$ cat src/rtl/spi_arb_pkg.sv
// Shared types and constants for the SPI request arbiter: FSM state encoding,
// default parameter values and the per-requester slice widths.
package spi_arb_pkg;

    localparam int DEF_NUM_REQ     = 4;
    localparam int DEF_TIMEOUT_CYC = 64;

    localparam int DATA_W = 8;
    localparam int MODE_W = 2;
    localparam int DIV_W  = 6;

    typedef enum logic [2:0] {
        IDLE,
        LOAD,
        WAIT_BUSY,
        WAIT_DONE,
        RESP
    } arb_state_t;

endpackage

$ cat src/rtl/spi_rr_pick.sv
// Combinational round-robin picker: scans req starting at rr_ptr, wrapping,
// and returns the first asserted requester as one-hot and as an index.
module spi_rr_pick #(
    parameter int NUM_REQ = 4,
    parameter int IDX_W   = 2
) (
    input  logic [NUM_REQ-1:0] req,
    input  logic [IDX_W-1:0]   rr_ptr,
    output logic [NUM_REQ-1:0] winner,
    output logic [IDX_W-1:0]   idx,
    output logic               any_req
);

    always_comb begin
        int cand;
        // NOTE: every output gets a default before the loop so no path leaves it unassigned (no latch).
        winner  = '0;
        idx     = '0;
        any_req = 1'b0;
        cand    = 0;
        for (int i = 0; i < NUM_REQ; i++) begin
            cand = int'(rr_ptr) + i;
            if (cand >= NUM_REQ) begin
                cand = cand - NUM_REQ;
            end
            if (!any_req && req[cand]) begin
                any_req      = 1'b1;
                winner[cand] = 1'b1;
                idx          = IDX_W'(cand);
            end
        end
    end

endmodule

$ cat src/rtl/spi_req_arbiter.sv
// Round-robin arbiter sharing one spi_master among NUM_REQ requesters.
// Optional WAIT_BUSY timeout is enabled by defining SPI_ARB_TIMEOUT_EN.
module spi_req_arbiter
    import spi_arb_pkg::*;
#(
    parameter int NUM_REQ     = DEF_NUM_REQ,
    parameter int TIMEOUT_CYC = DEF_TIMEOUT_CYC
) (
    input  logic                        Pclk,
    input  logic                        Preset,
    input  logic [NUM_REQ-1:0]          req,
    input  logic [NUM_REQ*DATA_W-1:0]   req_data,
    input  logic [NUM_REQ*MODE_W-1:0]   req_mode,
    input  logic [NUM_REQ*DIV_W-1:0]    req_clk_div,
    output logic [NUM_REQ-1:0]          gnt,
    output logic [NUM_REQ-1:0]          done,
    output logic [DATA_W-1:0]           rdata,
    output logic                        err,
    output logic [DIV_W-1:0]            m_clk_div,
    output logic [MODE_W-1:0]           m_mode,
    output logic [DATA_W-1:0]           m_write_data,
    output logic                        m_write_en,
    output logic                        m_enable,
    input  logic                        m_busy,
    input  logic [DATA_W-1:0]           m_read_data
);

    localparam int IDX_W = $clog2(NUM_REQ);

    if (NUM_REQ < 2 || NUM_REQ > 8 || TIMEOUT_CYC < 1) begin : g_bad_params
        $error("spi_req_arbiter: NUM_REQ must be 2..8 and TIMEOUT_CYC >= 1");
    end

    arb_state_t         state;
    logic [IDX_W-1:0]   rr_ptr;
    logic [IDX_W-1:0]   owner;
    logic [NUM_REQ-1:0] pick_onehot;
    logic [IDX_W-1:0]   pick_idx;
    logic               pick_any;

    spi_rr_pick #(
        .NUM_REQ (NUM_REQ),
        .IDX_W   (IDX_W)
    ) u_pick (
        .req     (req),
        .rr_ptr  (rr_ptr),
        .winner  (pick_onehot),
        .idx     (pick_idx),
        .any_req (pick_any)
    );

`ifdef SPI_ARB_TIMEOUT_EN
    localparam int TO_W = $clog2(TIMEOUT_CYC + 1);

    logic [TO_W-1:0] to_cnt;
    logic            err_q;

    assign err = err_q;
`else
    assign err = 1'b0;
`endif

    // NOTE: all state here is sequential, so every assignment is non-blocking (<=).
    always_ff @(posedge Pclk) begin
        if (Preset) begin
            state        <= IDLE;
            rr_ptr       <= '0;
            owner        <= '0;
            gnt          <= '0;
            done         <= '0;
            rdata        <= '0;
            m_write_en   <= 1'b0;
            m_enable     <= 1'b0;
            m_write_data <= '0;
            m_mode       <= '0;
            m_clk_div    <= '0;
`ifdef SPI_ARB_TIMEOUT_EN
            to_cnt       <= '0;
            err_q        <= 1'b0;
`endif
        end else begin
            m_write_en <= 1'b0;
            done       <= '0;
`ifdef SPI_ARB_TIMEOUT_EN
            err_q      <= 1'b0;
`endif
            case (state)
                IDLE: begin
                    // Latch the winner's settings straight into the master-facing
                    // registers; they then hold steady until the next LOAD.
                    if (pick_any) begin
                        owner        <= pick_idx;
                        gnt          <= pick_onehot;
                        m_write_data <= req_data[int'(pick_idx)*DATA_W +: DATA_W];
                        m_mode       <= req_mode[int'(pick_idx)*MODE_W +: MODE_W];
                        m_clk_div    <= req_clk_div[int'(pick_idx)*DIV_W +: DIV_W];
                        m_write_en   <= 1'b1;
                        m_enable     <= 1'b1;
                        state        <= LOAD;
                    end
                end
                LOAD: begin
`ifdef SPI_ARB_TIMEOUT_EN
                    to_cnt <= '0;
`endif
                    state <= WAIT_BUSY;
                end
                WAIT_BUSY: begin
                    if (m_busy) begin
                        state <= WAIT_DONE;
`ifdef SPI_ARB_TIMEOUT_EN
                    end else if (to_cnt == TO_W'(TIMEOUT_CYC - 1)) begin
                        rdata    <= '0;
                        m_enable <= 1'b0;
                        done     <= gnt;
                        err_q    <= 1'b1;
                        state    <= RESP;
                    end else begin
                        to_cnt <= to_cnt + 1'b1;
`endif
                    end
                end
                WAIT_DONE: begin
                    if (!m_busy) begin
                        rdata    <= m_read_data;
                        m_enable <= 1'b0;
                        done     <= gnt;
                        state    <= RESP;
                    end
                end
                RESP: begin
                    gnt    <= '0;
                    rr_ptr <= (owner == IDX_W'(NUM_REQ - 1)) ? '0 : owner + 1'b1;
                    state  <= IDLE;
                end
                default: state <= IDLE;
            endcase
        end
    end

endmodule

$ cat config.mk
export PLATFORM = sky130hd
export DESIGN_NAME = spi_req_arbiter
export DESIGN_NICKNAME = d
export VERILOG_FILES = /design/src/rtl/spi_arb_pkg.sv /design/src/rtl/spi_rr_pick.sv /design/src/rtl/spi_req_arbiter.sv
export SDC_FILE = /design/constraint.sdc
export NUM_CORES = 1
export LEC_CHECK = 0
export CAP_MARGIN = 20
export CORE_MARGIN = 2
export CORE_UTILIZATION = 29
export DETAILED_ROUTE_END_ITERATION = 8
export GPL_TIMING_DRIVEN = 0
export PLACE_DENSITY = 0.61
export SKIP_LAST_GASP = 1
export SYNTH_ARGS = -nofsm -noshare
export SYNTH_HDL_FRONTEND = slang
export SYNTH_SLANG_ARGS = --single-unit
$ cat constraint.sdc
create_clock -name Pclk -period 8 [get_ports Pclk]
set_input_delay 1.6 -clock Pclk [delete_from_list [all_inputs] [get_ports Pclk]]
set_output_delay 1.6 -clock Pclk [all_outputs]
set_load 0.02 [all_outputs]
==> key figures <==
Power and ir drop
  – Part of the power in combinational logic: 0.298
  – Sw frac: 0.282
  – Leakage: 1.30 nW
  – Tot Pwr: between 0.0005 and 0.0006 W
  – Switching power: about 0.00016 W
  – Clk network pwr share: 0.301
  – Worst vdd ir: approximately 0.090 mV
  – PD cells: around 160 nW/um^2
  – P_int: about 0.00042 W
  – Register share of total power: 0.401

Setup path
  – WP buf/inv: 2
  – Worst Path Required: ~8.2 ns
  – Max incr delay on CP: roughly 0.61 ns
  – Setup CP Type: input pin to flop
  – Worst Setup SP: req[1]
  – Worst r2r path cells: 12
  – Maximum fanout along the worst path: 10
  – Worst Path Arrival: 4.09 ns
  – R2R setup slack: 4.61 ns
  – Worst flop-to-flop path endpoint: m_mode[0]
  – CP Cell Sequence: clkdlybuf4s50_1, and2b_1, a22oi_1, a32oi_1, o22ai_1, nand2_1, clkbuf_1, o221ai_1
  – CP delay by family, top: compound AO/OA/AOI/OAI gates
  – Startpoint types: input pin
  – R2r startpoint: rr_ptr[0]
  – Worst path depth: 8
  – Worst Setup EP: m_clk_div[3]
  – Critical Path End Type: flop
  – Critical Path Slowest Stage Cell: clkdlybuf4s50_1

Synthesis
  – Syn Nets: 330
  – Synth unique cells: 46
  – Mapped cell area: about 2300 sq um
  – Post-Synthesis Cells: around 250
  – Post-synth EDFFs: 0
  – Sequential-to-total area share from yosys stat: 0.364
  – Synth warn: 0
  – Ys async rst share: 0
  – Post-synth top flop: dfxtp_1
  – Synth Register Bits: 41
  – Syn Area/Cell: approximately 9 sq um

Die
  – Core Box Area: ~7600 sq um
  – Die width: 92.1 microns
  – FP Rows: 32
  – Die ar.: 8490 sq um
  – Initial Utilization: 0.296
  – Ports: around 110
  – Die Ht: between 90 and 100 microns

Routing
  – DRC Markers: 0
  – Mean number of vias per cell: approximately 4.8
  – Drt first-iter violations: 65
  – Via count: ~2,200
  – WL final: about 6700 microns
  – Detailed-route wire length per cell: approximately 14 microns
  – Post-route ant nets: 0
  – Drt pass-1 iters: 4

STA
  – Clock Skew: ~0.0045 ns
  – Final number of max-transition violations: 0
  – Setup-failing EPs final: 0
  – RSZ-0062 raised after global routing: no
  – Period utilization: 0.485
  – Final Hold Viols: 0
  – WHS: 0.455 ns
  – Setup TNS Final: 0 ns
  – Tmin final: approximately 3.9 ns
  – Worst Slack Setup Final: between 4 and 5 ns
  – Relative slew slack: 0.455
  – Max Fclk: ~0.26 GHz
  – Slew @ Worst Pin: around 0.81 ns

Placement
  – Post-place setup slack: roughly 3.8 ns
  – Hpwl dp: around 5300 microns
  – Gpl congestion: between 0.8 and 0.9
  – Cells after DPL: around 460
  – Buffers added on ports: 108

Global routing
  – First-pass GRT wire length: roughly 11,000 microns
  – Initial antenna violation count: 0
  – GRT overflow: 0
  – Vias in the first global route: ~2,200
  – GRT Util Overall: 0.153
  – Largest net degree at the start of global routing: 14

Final layout
  – Commonest non-fill, non-tap cell in the layout: clkdlybuf4s50_1
  – Antenna Cells: 0
  – Fin cells: 464
  – Commonest cells after routing, fill and taps aside: clkdlybuf4s50_1, nand2_1, dfxtp_1
  – Filler Cell Count: about 740
  – Layout cells sized above 1: 0.0884
  – P&R area growth vs syn: 59.0%
  – Post-layout nets: ~450

CTS
  – CTS Sinks: slightly above 40
  – CTS tree: yes
  – Root buf cell: clkbuf_8
  – Hold-fix buffers, CTS: 0
  – Clk_lat worst skew: about 0.29 ns
  – # Post-CTS Setup Buffers: 0
  – Clk slew on worst S/H paths: 0.08 ns
  – H-Tree Depth: 2
  – CTS resizes: 0
  – Number of buffers created by CTS: 5
  – Max clock buf depth: 2

Min path
  – Class of the worst hold path: flop to flop

Job
  – Total of max-cap violations: 0

Outcome
  – Status: finished clean
## sequential cells by signal (all words and copies together) (netlist names), 2 cells and up
signal        count
done              4
state             3
m_clk_div         6
rdata             8
m_write_data      8
m_mode            2
owner             2
rr_ptr            2
gnt               4
## worst min path at each step
| stage | startpoint | end | cells after the start |
|---|---|---|---|
| global route | m_clk_div[5] | m_clk_div[5] | 2 |
| global placement | rdata[2] | rdata[2] | 2 |
| CTS | rdata[3] | rdata[3] | 2 |
| detailed placement | rdata[1] | rdata[1] | 2 |
| floorplan | state[1] | state[0] | 2 |
| finish | rdata[3] | rdata[3] | 2 |
## power by group through the flow
stage                     Clock, W  Sequential [W]  Combinational (W)
after floorplan                  0        0.000256          0.0000677
after global placement           0        0.000236           0.000175
after detailed placement         0        0.000237           0.000175
after CTS                 0.000181        0.000233           0.000175
after global routing      0.000190        0.000235           0.000188
final                     0.000175        0.000233           0.000173
## cells in the mapped netlist (2+ instances only)
library cell  instances  area [sq um]
a211oi_1              2          15.0
a21oi_1              13          65.1
a221oi_1              4          35.0
a22oi_1               6          45.0
and2_1                5          31.3
buf_2                 6          30.0
buf_4                 3          22.5
buf_6                 4          45.0
clkbuf_1              7          26.3
dfxtp_1              41           821
ha_1                  5          62.6
inv_1                 2          7.51
mux2_1                2          22.5
mux2i_1              32           320
mux4_2                3          67.6
nand2_1              43           161
nand3_1               2          10.0
nor2_1               17          63.8
nor3_1                2          10.0
o21ai_0               2          10.0
o21ai_1               2          10.0
o221ai_1             14           123
o22ai_1               2          12.5
o2bb2ai_1             4          35.0
or3_1                 2          12.5
## layout make-up
type / instances / area (sq um) / share of cell area
multi-input cells: 182 / 1300 / 0.362
clock inverters: 2 / 37.5 / 0.0105
clock buffers: 6 / 82.6 / 0.0231
plain buffers: 20 / 124 / 0.0346
inverters: 3 / 11.3 / 0.00314
flip-flops and latches: 41 / 821 / 0.229
well taps: 102 / 128 / 0.0356
repair buffers: 108 / 1080 / 0.302
## cell families (layout without fill, tap and decap cells)
kind of cell,count (synthesis),count (layout),synth area share
muxes,38,38,0.187
DFF,41,41,0.364
and+or+nand+nor,78,78,0.153
adders and majority gates,5,5,0.0278
AOI/OAI and AO/OA,60,60,0.206
buffers and inverters,23,139,0.0600
other,1,1,0.00167
## tightest hold or removal path: stages, from the launching register on
cell     delay, ns
dfxtp_1       0.31
nand2_1       0.05
a21oi_1       0.05
## per-stage QoR
step / instance area [sq um] / utilization
finish: 3580 / 0.471
CTS: 3580 / 0.471
global route: 3580 / 0.471
global placement: 3460 / 0.455
detailed placement: 3460 / 0.455
floorplan: 2250 / -
## per-layer routing
metal | vias up | part of all wire | global-route usage
met2 | 65 | 0.49 | 0.264
met3 | 11 | 0.048 | 0.0304
li1 | 1129 | - | -
met5 | - | 0 | 0
met4 | 0 | 0.019 | 0.0435
met1 | 1030 | 0.44 | 0.193
Note: power is estimated with default switching activity, not from simulation.
==> patch (same settings) <==
Set the package constant `DIV_W` to 5 (it was 6).
--- a/src/rtl/spi_arb_pkg.sv
+++ b/src/rtl/spi_arb_pkg.sv
@@ -7,7 +7,7 @@
 
     localparam int DATA_W = 8;
     localparam int MODE_W = 2;
-    localparam int DIV_W  = 6;
+    localparam int DIV_W  = 5;
 
     typedef enum logic [2:0] {
         IDLE,
Ports: changed (resized m_clk_div and req_clk_div); port bits go from 114 to 109. The function was not compared with the original's and may differ.
==> patch against the original RTL <==
Count of clock-buffer cells in the layout decreased by 1. Critical path type unchanged. Register-to-register slack got worse by 310 ps. Total power increased by 9.5%. Worst hold slack about the same. Area after synthesis up 31%. Worst setup slack lost 230 ps. Routed wire length grew 56%. Largest cell class unchanged. Fmax down 5.6%. Sequential cell count is 1 lower. Largest power group is now combinational logic. Highest routed layer unchanged. Final area up 20%.
==> patch: results (changes against the original RTL) <==
routed_wl_um: 10400  # +56%
reg2regPathDepth: 11  # -1
post-route-min-period_ps: 4110  # +229 ps
yosys-top-cells-area: "dfxtp_1 (27%), nand2_1 (7.7%), o211ai_1 (4.6%)"
antenna_cells: 0  # unchanged
powerDensity_nw_per_um2: 148  # -8.8%
route.detailed.wl_per_inst_um: 16.7  # +16%
syn_area_per_cell_um2: 7.85  # -14%
synth_fp_nets: 457  # +38%
cts_setup_buffers: 0  # unchanged
hold_end: "rdata[2]"
wl_met3_um: 606  # +89%
peakVddDrop_uv: 74.8  # -16%
track_usage_pct: 18.6  # +3.3 points
gr-usage-met2_pct: 31.6  # +5.2 points
ys_types: 58  # +26%
drt_iter0_drc: 184  # +180%
crit_family: "simple AND/OR/NAND/NOR gates"
wl_met1_um: 4710  # +59%
preCtsSetupSlack_ps: 3620  # -164 ps
wl_met2_um: 5000  # +54%
dp_hpwl_um: 7940  # +51%
synthTopCellsByCount: "nand2_1 (61), dfxtp_1 (40), nor2_1 (27)"
drt_pass1_iterations: 5  # +1
r2r_end: "m_mode[1]"
gr-usage-met1_pct: 24.4  # +5.2 points
post-place-cells: 616  # +35%
status: "finished, final reports clean"
p_leak_nw: 1.49  # +15%
grtUsageMet3_pct: 2.93  # -0.11 points
gp_congestion: 0.900  # +8.3%
seq_area_frac_synth_pct: 27.0  # -9.4 points
reg_top3: "m_write_data (8), rdata (8), m_clk_div (5)"
slowest_delay_ps: 580  # -30 ps
worstMarginPinSlew_ps: 920  # +108 ps
holdWs_ps: 455  # +0.360 ps
grt_pass1_wl_um: 16800  # +59%
slowest_stage: "nor3_2"
grt_pass1_vias: 3295  # +50%
placed_area_um2: 4190  # +21%
layout-drive-gt1-share_pct: 10.8  # +2.0 points
io_buffers: 106  # -1.9%
reg2reg_slack_ps: 4300  # -310 ps
viasPerCell: 5.46  # +13%
nFillCells: 998  # +35%
## patch: where the power goes
group,leakage (nW),internal (mW),switching [mW]
clock,0.0541,0.0924,0.0780
combinational,1.11,0.110,0.124
sequential,0.328,0.219,0.0119
total,1.49,0.422,0.214
## patch: kinds of logic after synthesis
group	after synthesis	synth area share, %
and+or+nand+nor	148	23.5
AOI/OAI and AO/OA	121	32.0
buffers and inverters	42	6.30
DFF	40	27.0
muxes	20	8.92
adders and majority gates	5	2.11
other	1	0.127
## patch: area by class of cell
class                      instances  area share, %
multi-input combinational        295           45.9
timing repair buffer             106           24.7
sequential                        40           18.6
tap                              133           3.87
buffer                            30           3.29
clock buffer                       5           1.60
inverter                          12           1.05
clock inverter                     3          0.990
## patch: worst max-delay path by stage
stage	from	end	depth (start not counted)
floorplan	req[3]	m_clk_div[1]	7
global route	req[2]	m_write_data[7]	8
global placement	req[2]	m_write_data[3]	8
detailed placement	req[2]	m_write_data[7]	8
CTS	req[2]	m_write_data[7]	8
finish	req[2]	m_write_data[7]	8
